$ cat config.mk
export PLATFORM = sky130hd
export DESIGN_NAME = fence_sequencer_flat
export DESIGN_NICKNAME = d
export VERILOG_FILES = /design/src/rtl/fence_sequencer_if.sv /design/src/rtl/fence_sequencer.sv /design/src/flat_wrapper.sv
export SDC_FILE = /design/constraint.sdc
export NUM_CORES = 1
export LEC_CHECK = 0
export ABC_AREA = 1
export CELL_PAD_IN_SITES_DETAIL_PLACEMENT = 0
export CELL_PAD_IN_SITES_GLOBAL_PLACEMENT = 1
export CORE_UTILIZATION = 35
export DETAILED_ROUTE_END_ITERATION = 10
export PLACE_DENSITY_LB_ADDON = 0.1
export SLEW_MARGIN = 20
export SYNTH_ARGS = -nofsm -noshare
export SYNTH_HDL_FRONTEND = slang
export SYNTH_SLANG_ARGS = --single-unit
$ cat constraint.sdc
create_clock -name clk_i -period 2.5 [get_ports clk_i]
set_input_delay 0.25 -clock clk_i [delete_from_list [all_inputs] [get_ports clk_i]]
set_output_delay 0.25 -clock clk_i [all_outputs]
set_load 0.02 [all_outputs]
$ cat src/rtl/fence_sequencer_if.sv
// Handshake bundle between the execute stage / LSU and the fence sequencer.
// The slave modport is the sequencer's view; the master modport is the requester's view.
interface fence_sequencer_if #(
  parameter int NUM_FLUSH_CH = 2
);
  logic                    req_valid_i;
  logic                    req_ready_o;
  logic                    req_fence_i_i;
  logic [3:0]              req_pred_i;
  logic [3:0]              req_succ_i;
  logic                    st_issue_i;
  logic                    st_done_i;
  logic                    st_full_o;
  logic                    mem_barrier_o;
  logic                    mem_barrier_ack_i;
  logic [NUM_FLUSH_CH-1:0] flush_req_o;
  logic [NUM_FLUSH_CH-1:0] flush_ack_i;
  logic                    sync_req_o;
  logic                    sync_ack_i;
  logic                    done_o;
  logic                    err_o;

  modport slave (
    input  req_valid_i, req_fence_i_i, req_pred_i, req_succ_i,
    input  st_issue_i, st_done_i,
    input  mem_barrier_ack_i, flush_ack_i, sync_ack_i,
    output req_ready_o, st_full_o, mem_barrier_o, flush_req_o, sync_req_o,
    output done_o, err_o
  );

  modport master (
    output req_valid_i, req_fence_i_i, req_pred_i, req_succ_i,
    output st_issue_i, st_done_i,
    output mem_barrier_ack_i, flush_ack_i, sync_ack_i,
    input  req_ready_o, st_full_o, mem_barrier_o, flush_req_o, sync_req_o,
    input  done_o, err_o
  );
endinterface

$ cat src/rtl/fence_sequencer.sv
// FENCE / FENCE.I sequencer: store drain, memory barrier, multi-channel flush and
// multi-core sync in strict order, each wait bounded by a shared timeout.
module fence_sequencer #(
  parameter int NUM_CORES      = 1,
  parameter int NUM_FLUSH_CH   = 2,
  parameter int MAX_PEND_ST    = 8,
  parameter int TIMEOUT_CYCLES = 255
) (
  input logic              clk_i,
  input logic              rst_i,
  fence_sequencer_if.slave bus
);
  localparam int PW = $clog2(MAX_PEND_ST + 1);
  localparam int TW = 16;
  localparam logic [PW-1:0]           PEND_MAX = PW'(MAX_PEND_ST);
  localparam logic [TW-1:0]           TMO_LAST = TW'(TIMEOUT_CYCLES - 1);
  localparam bit                      TMO_EN   = (TIMEOUT_CYCLES != 0);
  localparam bit                      MULTI    = (NUM_CORES > 1);
  localparam logic [NUM_FLUSH_CH-1:0] ALL_CH   = '1;
  // ch0 is the I-cache; a plain FENCE only touches the data-side levels
  localparam logic [NUM_FLUSH_CH-1:0] DATA_CH  = ALL_CH << 1;

  typedef enum logic [2:0] {
    S_IDLE, S_DRAIN, S_BARRIER, S_FLUSH, S_SYNC, S_DONE
  } state_t;

  state_t                  r_state;
  logic [PW-1:0]           r_pend;
  logic [TW-1:0]           r_tmo;
  logic [NUM_FLUSH_CH-1:0] r_ack;
  logic                    r_err;
  logic                    r_fence_i;
  logic [3:0]              r_pred;
  logic [3:0]              r_succ;
  logic                    r_ready;
  logic                    r_bar;
  logic [NUM_FLUSH_CH-1:0] r_flush;
  logic                    r_sync;
  logic                    r_done;

  logic                    w_accept;
  logic                    w_st_full;
  logic                    w_drain;
  logic                    w_bar;
  logic                    w_sync;
  logic [NUM_FLUSH_CH-1:0] w_fmask;
  logic [NUM_FLUSH_CH-1:0] w_flush_hit;
  logic                    w_flush_cov;
  logic                    w_tmo_lim;
  logic                    w_tmo_hit;
  logic                    w_wait;
  logic                    w_exit;
  state_t                  w_target;
  state_t                  w_after_drain;
  state_t                  w_after_bar;
  state_t                  w_after_flush;
  state_t                  w_nxt;

  assign w_accept  = bus.req_valid_i & r_ready;
  assign w_st_full = (r_pend == PEND_MAX);

  // Decode always works from the latched request, never the live bus
  assign w_drain = r_pred[0] | r_fence_i;
  assign w_bar   = r_fence_i
                 | ((|r_pred[1:0]) & (|r_succ[1:0]))
                 | (|r_pred[3:2]) | (|r_succ[3:2]);
  assign w_fmask = r_fence_i ? ALL_CH
                 : ((r_pred[2] | r_succ[3]) ? DATA_CH : '0);
  assign w_sync  = MULTI & w_bar;

  assign w_flush_hit = bus.flush_ack_i & r_flush;
  assign w_flush_cov = ((r_ack | w_flush_hit) & w_fmask) == w_fmask;
  assign w_tmo_lim   = TMO_EN && (r_tmo == TMO_LAST);

  assign w_after_flush = w_sync ? S_SYNC : S_DONE;
  assign w_after_bar   = (|w_fmask) ? S_FLUSH : w_after_flush;
  assign w_after_drain = w_bar ? S_BARRIER : w_after_bar;

  always_comb begin
    w_wait   = 1'b1;
    w_exit   = 1'b0;
    w_target = S_DONE;
    case (r_state)
      S_DRAIN:   begin w_exit = !w_drain || (r_pend == '0); w_target = w_after_drain; end
      S_BARRIER: begin w_exit = bus.mem_barrier_ack_i;     w_target = w_after_bar;   end
      S_FLUSH:   begin w_exit = w_flush_cov;               w_target = w_after_flush; end
      S_SYNC:    begin w_exit = bus.sync_ack_i;            w_target = S_DONE;        end
      default:   w_wait = 1'b0;
    endcase
  end

  // An ack landing on the timeout cycle wins over the timeout
  always_comb begin
    w_tmo_hit = w_wait && !w_exit && w_tmo_lim;
    w_nxt     = r_state;
    if (r_state == S_IDLE) begin
      if (w_accept) w_nxt = S_DRAIN;
    end else if (r_state == S_DONE) begin
      w_nxt = S_IDLE;
    end else if (w_exit) begin
      w_nxt = w_target;
    end else if (w_tmo_hit) begin
      w_nxt = S_DONE;
    end
  end

  always_ff @(posedge clk_i) begin
    if (rst_i) begin
      r_state   <= S_IDLE;
      r_pend    <= '0;
      r_tmo     <= '0;
      r_ack     <= '0;
      r_err     <= 1'b0;
      r_fence_i <= 1'b0;
      r_pred    <= '0;
      r_succ    <= '0;
      r_ready   <= 1'b1;
      r_bar     <= 1'b0;
      r_flush   <= '0;
      r_sync    <= 1'b0;
      r_done    <= 1'b0;
    end else begin
      r_state <= w_nxt;
      r_ready <= (w_nxt == S_IDLE);
      r_bar   <= (w_nxt == S_BARRIER);
      r_sync  <= (w_nxt == S_SYNC);
      r_done  <= (w_nxt == S_DONE);

      // Each requested channel drops its request the cycle after its own ack
      if (w_nxt != S_FLUSH)        r_flush <= '0;
      else if (r_state == S_FLUSH) r_flush <= r_flush & ~bus.flush_ack_i;
      else                         r_flush <= w_fmask;

      if ((w_nxt != r_state) || !w_wait) r_tmo <= '0;
      else                               r_tmo <= r_tmo + 1'b1;

      if (w_accept) begin
        r_fence_i <= bus.req_fence_i_i;
        r_pred    <= bus.req_pred_i;
        r_succ    <= bus.req_succ_i;
      end

      if (r_state == S_DONE) begin
        r_ack <= '0;
        r_err <= 1'b0;
      end else begin
        if (r_state == S_FLUSH) r_ack <= r_ack | w_flush_hit;
        if (w_tmo_hit)          r_err <= 1'b1;
      end

      // Store tracking runs in every state; issue+done together nets to zero
      if (bus.st_issue_i && !bus.st_done_i && !w_st_full)
        r_pend <= r_pend + 1'b1;
      else if (bus.st_done_i && !bus.st_issue_i && (r_pend != '0))
        r_pend <= r_pend - 1'b1;
    end
  end

  assign bus.req_ready_o   = r_ready;
  assign bus.st_full_o     = w_st_full;
  assign bus.mem_barrier_o = r_bar;
  assign bus.flush_req_o   = r_flush;
  assign bus.sync_req_o    = r_sync;
  assign bus.done_o        = r_done;
  assign bus.err_o         = r_done & r_err;
endmodule

$ cat src/flat_wrapper.sv
// flat-port wrapper written by rule: the top's interface ports become plain ports
module fence_sequencer_flat 
#(
  parameter int NUM_CORES      = 1,
  parameter int NUM_FLUSH_CH   = 2,
  parameter int MAX_PEND_ST    = 8,
  parameter int TIMEOUT_CYCLES = 255
)
  (clk_i, rst_i, bus_req_valid_i, bus_req_fence_i_i, bus_req_pred_i, bus_req_succ_i, bus_st_issue_i, bus_st_done_i, bus_mem_barrier_ack_i, bus_flush_ack_i, bus_sync_ack_i, bus_req_ready_o, bus_st_full_o, bus_mem_barrier_o, bus_flush_req_o, bus_sync_req_o, bus_done_o, bus_err_o);
  fence_sequencer_if #(.NUM_FLUSH_CH(NUM_FLUSH_CH)) bus_i ();
  input logic clk_i;
  input logic rst_i;
  input wire logic [$bits(bus_i.req_valid_i)-1:0] bus_req_valid_i;
  input wire logic [$bits(bus_i.req_fence_i_i)-1:0] bus_req_fence_i_i;
  input wire logic [$bits(bus_i.req_pred_i)-1:0] bus_req_pred_i;
  input wire logic [$bits(bus_i.req_succ_i)-1:0] bus_req_succ_i;
  input wire logic [$bits(bus_i.st_issue_i)-1:0] bus_st_issue_i;
  input wire logic [$bits(bus_i.st_done_i)-1:0] bus_st_done_i;
  input wire logic [$bits(bus_i.mem_barrier_ack_i)-1:0] bus_mem_barrier_ack_i;
  input wire logic [$bits(bus_i.flush_ack_i)-1:0] bus_flush_ack_i;
  input wire logic [$bits(bus_i.sync_ack_i)-1:0] bus_sync_ack_i;
  output wire logic [$bits(bus_i.req_ready_o)-1:0] bus_req_ready_o;
  output wire logic [$bits(bus_i.st_full_o)-1:0] bus_st_full_o;
  output wire logic [$bits(bus_i.mem_barrier_o)-1:0] bus_mem_barrier_o;
  output wire logic [$bits(bus_i.flush_req_o)-1:0] bus_flush_req_o;
  output wire logic [$bits(bus_i.sync_req_o)-1:0] bus_sync_req_o;
  output wire logic [$bits(bus_i.done_o)-1:0] bus_done_o;
  output wire logic [$bits(bus_i.err_o)-1:0] bus_err_o;
  assign bus_i.req_valid_i = bus_req_valid_i;
  assign bus_i.req_fence_i_i = bus_req_fence_i_i;
  assign bus_i.req_pred_i = bus_req_pred_i;
  assign bus_i.req_succ_i = bus_req_succ_i;
  assign bus_i.st_issue_i = bus_st_issue_i;
  assign bus_i.st_done_i = bus_st_done_i;
  assign bus_i.mem_barrier_ack_i = bus_mem_barrier_ack_i;
  assign bus_i.flush_ack_i = bus_flush_ack_i;
  assign bus_i.sync_ack_i = bus_sync_ack_i;
  assign bus_req_ready_o = bus_i.req_ready_o;
  assign bus_st_full_o = bus_i.st_full_o;
  assign bus_mem_barrier_o = bus_i.mem_barrier_o;
  assign bus_flush_req_o = bus_i.flush_req_o;
  assign bus_sync_req_o = bus_i.sync_req_o;
  assign bus_done_o = bus_i.done_o;
  assign bus_err_o = bus_i.err_o;
  fence_sequencer #(.NUM_CORES(NUM_CORES), .NUM_FLUSH_CH(NUM_FLUSH_CH), .MAX_PEND_ST(MAX_PEND_ST), .TIMEOUT_CYCLES(TIMEOUT_CYCLES)) u_core (.clk_i(clk_i), .rst_i(rst_i), .bus(bus_i));
endmodule
==> results of run 1 <==
per-layer routing:
metal  vias up  track usage, %  wire length, um
li1        939               -                -
met1       769           19.88             2082
met2        32           24.60             1831
met3         9           3.765              171
met4         0           8.491              114
met5         -               0                0
final cells by class:
type | count | area (um2)
fillers | 606 | 3073
repair buffers | 26 | 257.7
clock inverters | 2 | 37.54
well taps | 72 | 90.09
multi-input cells | 200 | 1062
clock buffers | 6 | 82.58
flip-flops and latches | 41 | 820.8
inverters | 31 | 116.4
worst paths after layout:
check,from,end,slack [ns]
worst max-delay path,u_core.r_pend[1],u_core.r_pend[3],0.43
worst min-delay path,u_core.r_succ[2],u_core.r_succ[2],0.48
worst max register to register,u_core.r_pend[1],u_core.r_pend[3],0.43
worst min register to register,u_core.r_succ[2],u_core.r_succ[2],0.48
what timing repair did:
item,CTS,global route
hold endpoints to repair,0,0
gates resized for setup,0,1
endpoints found under the setup margin,0,1
layout by cell type, fill, tap and decap left out, types with 2 or more instances in the layout:
master,synthesis,routed
nor2_1,56,56
nand2_1,43,43
dfxtp_1,41,41
inv_1,29,29
clkdlybuf4s50_1,0,25
nand3_1,16,16
o21ai_0,16,16
nor2_2,11,11
a21oi_1,9,9
xor2_1,9,9
clkbuf_8,0,6
nand4_1,5,5
xnor2_1,5,5
nand2_2,4,4
ha_1,4,4
nand3_2,3,3
nor3_1,3,3
a31oi_1,3,3
or2_2,2,2
critical path, cell delays in order (launching register included):
cell and delay (ns):
dfxtp_1 0.45, nor4_2 0.10, or3_1 0.41, ha_1 0.36
nand2_1 0.07, nand2_1 0.04, a31oi_1 0.16, o21ai_0 0.15
o21ai_0 0.17, a21oi_1 0.05
logic make-up after synthesis:
logic type / Yosys count / synth area share (%)
AND/OR/NAND/NOR: 150 / 34.64
flip-flops: 41 / 40.80
adder cells (fa/ha/maj): 5 / 3.483
AO/OA/AOI/OAI: 31 / 8.272
buffers and inverters: 34 / 6.716
XOR/XNOR: 14 / 6.095
state kept, by name, indices dropped and copies added (netlist names):
signal / count
u_core.bus.mem_barrier_o: 1
u_core.r_pend: 4
u_core.r_ack: 2
u_core.bus.sync_req_o: 1
u_core.r_fence_i: 1
u_core.r_pred: 4
u_core.bus.done_o: 1
u_core.bus.req_ready_o: 1
u_core.r_succ: 4
u_core.bus.flush_req_o: 2
u_core.r_err: 1
u_core.r_tmo: 16
u_core.r_state: 3
through the flow:
stage | std cells | area, um2 | worst slack, ns
after floorplan | 275 | 2012 | 0.05362
after global placement | 370 | 2341 | 0.2374
after detailed placement | 370 | 2341 | 0.1600
after CTS | 378 | 2461 | 0.3345
after global routing | 378 | 2467 | 0.1137
final | 378 | 2467 | 0.4290
power by group through the flow:
stage / Sequential [W] / Combinational, W / Clock, W
2_1_floorplan: 0.000832 / 0.000596 / 0
3_3_place_gp: 0.000843 / 0.000807 / 0
3_5_place_dp: 0.000840 / 0.000800 / 0
4_1_cts: 0.000825 / 0.000802 / 0.000583
5_1_grt: 0.000839 / 0.000917 / 0.000607
6_report: 0.000826 / 0.000797 / 0.000567
==> impl_metrics.tcl, run 1 <==
set metrics [dict create \
    status "complete, no violations" \
    reg2reg_depth 9 \
    synth_edf_count 0 \
    yosysTopAreaCell "dfxtp_1" \
    clk_latency_ns 0.30 \
    drv_slew 0 \
    port_buffers 25 \
    p_sw_w 0.0008378 \
    viasPerCell 4.627 \
    clk_pin_slew_worst_paths_ns 0.08 \
    floorplan.die_area_mm2 0.006056 \
    synth_seq_cells 41 \
    cts-htree-levels 2 \
    p_clk_share_pct 25.9 \
    core_area_mm2 0.005540 \
    min_path_type "register to register" \
    finalHoldViolCount 0 \
    dp_hpwl_mm 3.171 \
    yosysMostFrequentCell "nor2_1" \
    arrival_ns 2.25 \
    slew_headroom_pct 68.05 \
    drtIter0Drc 61 \
    sequentialPowerShare_pct 37.7 \
    grt_pass1_vias 1682 \
    hold_slack_ns 0.4759 \
    clk_path_buf_depth 2 \
    ir_worst_vdd_uv 352.6 \
    synth.yosys.seq_area_share_pct 40.80 \
    io_pins 26 \
    routed_wl_mm 4.199 \
    grt.overflow.total 0 \
    synth_cells 275 \
    grt_first_pass_wirelength_mm 7.396 \
    wl_per_cell_um 11.11 \
    postCtsSetupBuffers 0 \
    worstSetupStartpointType "register" \
    end_kind "register" \
    drc 0 \
    crit_fanout 5 \
    swShare_pct 38.24 \
    crit_type "register to register" \
    period_needed_ns 2.071 \
    max_slew.worst_pin.slew_ns 0.4749 \
    p_total_w 0.002191 \
    powerDensity_mw_per_mm2 887.8 \
    post-route-period-util_pct 82.84 \
    cts.hold.buffers_added 0 \
    grt_usage_pct 15.74 \
    antenna_cells 0 \
    synthArstFlopShare_pct 0 \
    synth_nets 298 \
    grt_max_degree 17 \
    crit_required_ns 2.68 \
    fin_nets 328 \
    netlist_area_mm2 0.002012 \
    clock-sinks 41 \
    syn_avg_cell_area_um2 7.316 \
    netlist.area_leader.share_pct 40.80 \
    finalSetupViolCount 0 \
    cap_violations 0 \
    leakage_nw 1.049 \
    numCtsBuffers 5 \
    via_count 1749 \
    power.internal_w 0.001353 \
    netlist_top_cells_area "dfxtp_1, nor2_1, nand2_1, inv_1, nand3_1" \
    setup-tns-final_ns 0 \
    cts-root-buf "clkbuf_8" \
    die-width_um 77.82 \
    die_height_um 77.82 \
    drive_gt1_share_pct 11.11 \
    hold_path_depth 2 \
    fmax_ghz 0.4828 \
    ys_dominant_reg_cell "dfxtp_1" \
    firstDrtPassIters 4 \
    initial_core_util_pct 36.31 \
    antenna_found_initial 0 \
    cts_tree "built" \
    syn_to_final_growth_pct 22.64 \
    utilization_pct 44.53 \
    place.gp.congestion 0.8049 \
    ys.warnings.count 0 \
    ant_nets 0 \
    fin_skew_ns 0.009012 \
    rows 27 \
    rsz0062_at_grt "no" \
    ys_top_cells_by_count "nor2_1, nand2_1, dfxtp_1" \
    ys_types 31 \
    power_frac_comb_pct 36.4 \
]
(Power assumes the default switching activity.)
==> run 2: changes to the inputs <==
- clock period: 2.5 -> 1.7 ns (I/O delays scaled with it)
==> run 2 against run 1 <==
  * Sequential power rose by 50%
  * Total power rose by 91%
  * Die area did not move
  * Critical endpoint unchanged
  * Critical path type unchanged
  * Cell area rose by 34%
  * Sequential share of layout area fell by 7.6 points
  * Highest routed layer unchanged
  * Largest power group is now combinational logic
  * Combinational power rose to 2.6 times the previous value
  * Global-route usage rose by 0.99 points
  * First-iteration DRC count fell by 11%
  * Worst hold slack barely moved
  * Clock skew rose by 0.0020 ns
  * Final cell count rose by 17%
  * The run now ends with setup timing left
==> impl_metrics.tcl, run 2 (synthesis results as in run 1) <==
set metrics [dict create \
    end_kind "register" \
    finalNonFillerCells 441 \
    grt.overflow.total 0 \
    clk_latency_ns 0.30 \
    ir_worst_vdd_uv 765.4 \
    power.internal_w 0.002575 \
    final_common_cell "buf_4" \
    viasPerCell 4.567 \
    clk_path_buf_depth 2 \
    violations "setup timing" \
    die-width_um 77.82 \
    cts.hold.buffers_added 0 \
    finalSetupViolCount 19 \
    crit_fanout 3 \
    initial_core_util_pct 36.31 \
    r2r_slack_ns -0.09 \
    fin_nets 391 \
    fin_skew_ns 0.01103 \
    grt_max_degree 14 \
    io_pins 26 \
    wl_per_cell_um 10.89 \
    swShare_pct 38.32 \
    finalHoldViolCount 0 \
    floorplan.die_area_mm2 0.006056 \
    drc 0 \
    setup_ws_ns -0.09102 \
    routed_wl_mm 4.801 \
    crit_required_ns 1.93 \
    p_sw_w 0.001599 \
    syn_to_final_growth_pct 64.68 \
    power_frac_comb_pct 50.6 \
    antenna_cells 0 \
    status "complete, but fails checks" \
    sequentialPowerShare_pct 29.6 \
    drtIter0Drc 54 \
    min_path_type "register to register" \
    rows 27 \
    firstDrtPassIters 4 \
    cap_violations 0 \
    dp_hpwl_mm 3.392 \
    via_count 2014 \
    die_height_um 77.82 \
    cts-root-buf "clkbuf_8" \
    grt_pass1_vias 1893 \
    antenna_found_initial 0 \
    cts-htree-levels 2 \
    ant_nets 0 \
    post-route-period-util_pct 105.4 \
    reg2reg_from "u_core.r_pend[3]" \
    crit_type "register to register" \
    hold_path_depth 2 \
    grt_usage_pct 16.73 \
    clock-sinks 41 \
    grt_first_pass_wirelength_mm 7.976 \
    cts_tree "built" \
    arrival_ns 2.02 \
    core_area_mm2 0.005540 \
    reg2reg_depth 11 \
    mostFrequentLayoutCells "buf_4, nor2_1, dfxtp_1, nand2_1, clkdlybuf4s50_1" \
    slew_headroom_pct 82.26 \
    numCtsBuffers 5 \
    max_slew.worst_pin.slew_ns 0.2642 \
    drv_slew 0 \
    place.gp.congestion 0.7925 \
    top_register "u_core.r_tmo" \
    rsz0062_at_grt "yes" \
    leakage_nw 1.416 \
    place_inst 423 \
    p_clk_share_pct 19.8 \
    clk_pin_slew_worst_paths_ns 0.08 \
    hold_end "u_core.r_err" \
    hold_slack_ns 0.4760 \
    powerDensity_mw_per_mm2 1260 \
    fmax_ghz 0.5583 \
    worstSetupStartpointType "register" \
    p_total_w 0.004174 \
    period_needed_ns 1.791 \
    drive_gt1_share_pct 45.26 \
    hp-start "u_core.r_err" \
    port_buffers 25 \
    worstReg2RegEnd "u_core.r_pend[3]" \
    largest_reg_flops 16 \
]
## run 2: stage by stage
step | setup slack [ns] | util, % | instance area (um2) | setup TNS (ns)
floorplan | -0.1814 | - | 2046 | -0.2065
global placement | -0.3145 | 50.05 | 2773 | -6.374
detailed placement | -0.3043 | 50.05 | 2773 | -6.104
CTS | -0.06772 | 53.18 | 2947 | -0.07697
global route | -0.2122 | 59.80 | 3313 | -2.855
finish | -0.09102 | 59.80 | 3313 | -0.6478
## run 2: how the worst max path moves through the flow
stage / start / to / depth (start not counted)
2_1_floorplan: u_core.r_pend[3] / u_core.r_pend[3] / 11
3_3_place_gp: bus_st_issue_i / u_core.r_pend[3] / 11
3_5_place_dp: bus_st_issue_i / u_core.r_pend[3] / 11
4_1_cts: u_core.r_pend[3] / u_core.r_pend[3] / 11
5_1_grt: u_core.r_pend[3] / u_core.r_pend[3] / 11
6_report: u_core.r_pend[3] / u_core.r_pend[3] / 11
## run 2: area by class of cell
| class | instances | area, um2 |
|---|---|---|
| clock inverter | 2 | 37.54 |
| sequential | 41 | 849.6 |
| timing repair buffer | 89 | 778.2 |
| fill | 526 | 2227 |
| clock buffer | 6 | 82.58 |
| tap | 72 | 90.09 |
| multi-input combinational | 200 | 1351 |
| inverter | 31 | 123.9 |
## run 2: timing repair
item | in CTS | in global routing
cloned | 0 | 1
resized for setup | 12 | 87
pin swaps | 5 | 24
buffers inserted | 2 | 7
endpoints found under the setup margin | 25 | 26
hold endpoints to repair | 0 | 0
## run 2: worst max-delay path, stage by stage (launching register included)
cell	delay, ns
dfxtp_2	0.33
inv_2	0.07
nor4_4	0.04
or3_4	0.42
ha_4	0.25
nand2_2	0.07
nand2_2	0.06
a31oi_4	0.18
nand2_2	0.07
o21ai_2	0.07
o21ai_1	0.07
a21oi_1	0.10
## run 2: power groups by stage
stage | combinational (W) | sequential (W) | clock, W
5_1_grt | 0.00232 | 0.00126 | 0.000892
3_3_place_gp | 0.00152 | 0.00121 | 0
6_report | 0.00211 | 0.00124 | 0.000827
4_1_cts | 0.00160 | 0.00120 | 0.000850
2_1_floorplan | 0.000906 | 0.00124 | 0
3_5_place_dp | 0.00152 | 0.00121 | 0
## run 2: layer usage
metal	up-vias	track usage (%)	wire [um]
met5	-	0	0
met4	0	6.792	65
met3	5	4.471	153
met2	21	27.43	2289
met1	919	20.65	2292
li1	1069	-	-
==> run 3: changes to the inputs <==
- CORE_MARGIN: default -> 4
- TNS_END_PERCENT: default -> 5
==> run 3 against run 2 <==
  * Critical endpoint unchanged
  * Worst setup slack better by 0.036 ns
  * Final cell count down 2.5%
  * Global-route usage down 3.4 points
  * Flip-flop and latch count unchanged
  * Highest routed layer unchanged
  * First-iteration DRC count down 7.4%
  * Non-clock buffer count down 11
  * Sequential power down 3%
  * Worst hold slack about the same
  * The flow still finishes with violations (setup timing)
==> impl_metrics.tcl, run 3 (synthesis results as in run 1) <==
set metrics [dict create \
    p_total_w 0.003626 \
    crit_type "register to register" \
    antenna_cells 0 \
    post-route-period-util_pct 103.3 \
    syn_to_final_growth_pct 46.52 \
    crit_required_ns 1.93 \
    ant_nets 0 \
    viasPerCell 4.533 \
    power.internal_w 0.002254 \
    fin_skew_ns 0.008247 \
    clk_path_buf_depth 2 \
    clk_latency_ns 0.29 \
    min_path_type "register to register" \
    finalSetupViolCount 1 \
    finalNonFillerCells 430 \
    max_slew.worst_pin.slew_ns 0.3295 \
    fmax_ghz 0.5697 \
    numCtsBuffers 5 \
    drive_gt1_share_pct 30.73 \
    io_pins 26 \
    status "complete, but fails checks" \
    rows 27 \
    finalHoldViolCount 0 \
    period_needed_ns 1.755 \
    wl_per_cell_um 10.57 \
    powerDensity_mw_per_mm2 1230 \
    firstDrtPassIters 4 \
    cts_tree "built" \
    place.gp.congestion 0.7959 \
    drc 0 \
    antenna_found_initial 0 \
    port_buffers 25 \
    power_frac_comb_pct 45.9 \
    dp_hpwl_mm 3.504 \
    ir_worst_vdd_uv 842.6 \
    worstSetupStartpointType "register" \
    grt_first_pass_wirelength_mm 7.797 \
    floorplan.die_area_mm2 0.007026 \
    setup_ws_ns -0.05527 \
    drv_slew 0 \
    top_register "u_core.r_tmo" \
    largest_reg_flops 16 \
    cts-root-buf "clkbuf_8" \
    crit_fanout 4 \
    rsz0062_at_grt "yes" \
    grt_pass1_vias 1798 \
    routed_wl_mm 4.544 \
    end_kind "register" \
    clock-sinks 41 \
    leakage_nw 1.318 \
    final_common_cell "buf_4" \
    die_height_um 83.82 \
    via_count 1949 \
    core_area_mm2 0.005540 \
    place_inst 422 \
    grt_max_degree 17 \
    p_sw_w 0.001373 \
    slew_headroom_pct 77.94 \
    initial_core_util_pct 36.31 \
    arrival_ns 1.98 \
    cap_violations 0 \
    sequentialPowerShare_pct 33.2 \
    die-width_um 83.82 \
    mostFrequentLayoutCells "buf_4, nor2_1, nand2_1, dfxtp_1, inv_1" \
    clk_pin_slew_worst_paths_ns 0.08 \
    violations "setup timing" \
    drtIter0Drc 50 \
    swShare_pct 37.85 \
    grt_usage_pct 13.36 \
    cts-htree-levels 2 \
    grt.overflow.total 0 \
    fin_nets 381 \
    p_clk_share_pct 21.0 \
]
## run 3: cell types whose count changed in the layout (fill, tap and decap cells not counted), sizes merged
cell	before	now
buf	63	53
clkbuf	7	5
clkinv	1	2
clkinvlp	1	0
nand3	20	21
## run 3: repair_timing
| action | in CTS | in global routing |
|---|---|---|
| setup endpoints to repair | 26 | 25 |
| resized for setup | 11 | 14 |
| pin swaps | 5 | 5 |
| hold buffers | 0 | 0 |
| gates cloned | 0 | 1 |
| buffers inserted | 0 | 0 |
## run 3: worst max-delay path, cell delays in order, from the launching register on
cell and delay (ns):
dfxtp_2 0.38, nor4_4 0.06, or3_4 0.40, ha_1 0.32
a31oi_4 0.21, nand2_1 0.08, o21ai_2 0.07, o21ai_1 0.07
a21oi_1 0.10
## run 3: power groups by stage
stage	Sequential, W	Combinational, W	Clock, W
after floorplan	0.00124	0.000906	0
after global placement	0.00121	0.00153	0
after detailed placement	0.00121	0.00153	0
after CTS	0.00120	0.00153	0.000782
after global routing	0.00122	0.00185	0.000824
final	0.00120	0.00166	0.000761
## run 3: per-layer routing
metal	vias to the layer above	global-route usage (%)	wire [um]
met4	0	3.947	63
met3	5	4.047	203
met5	-	0	0
li1	1054	-	-
met1	858	17.28	2291
met2	32	21.40	1985
## run 3: cell type report
type / instances / area (um2)
timing repair buffer: 78 / 646.9
sequential: 41 / 834.6
inverter: 31 / 116.4
clock buffer: 5 / 68.82
clock inverter: 2 / 35.03
tap: 72 / 90.09
multi-input combinational: 201 / 1156
fill: 563 / 2592
## run 3: final timing paths
kind	from	endpoint	slack, ns	depth (start not counted)
worst max-delay path	u_core.r_pend[0]	u_core.r_pend[3]	-0.06	8
worst min-delay path	u_core.r_succ[2]	u_core.r_succ[2]	0.48	2
worst max register to register	u_core.r_pend[0]	u_core.r_pend[3]	-0.06	8
worst min register to register	u_core.r_succ[2]	u_core.r_succ[2]	0.48	2
## run 3: metrics by stage
stage	util (%)	hold WS [ns]	TNS, ns	setup slack (ns)	cell area, um2
after floorplan	-	0.2531	-0.2065	-0.1814	2046
after global placement	49.91	0.4555	-5.426	-0.2882	2765
after detailed placement	49.91	0.4636	-6.209	-0.3109	2765
after CTS	52.10	0.4807	-0.2403	-0.07160	2887
after global routing	53.21	0.5007	-2.272	-0.2033	2948
final	53.21	0.4755	-0.05527	-0.05527	2948
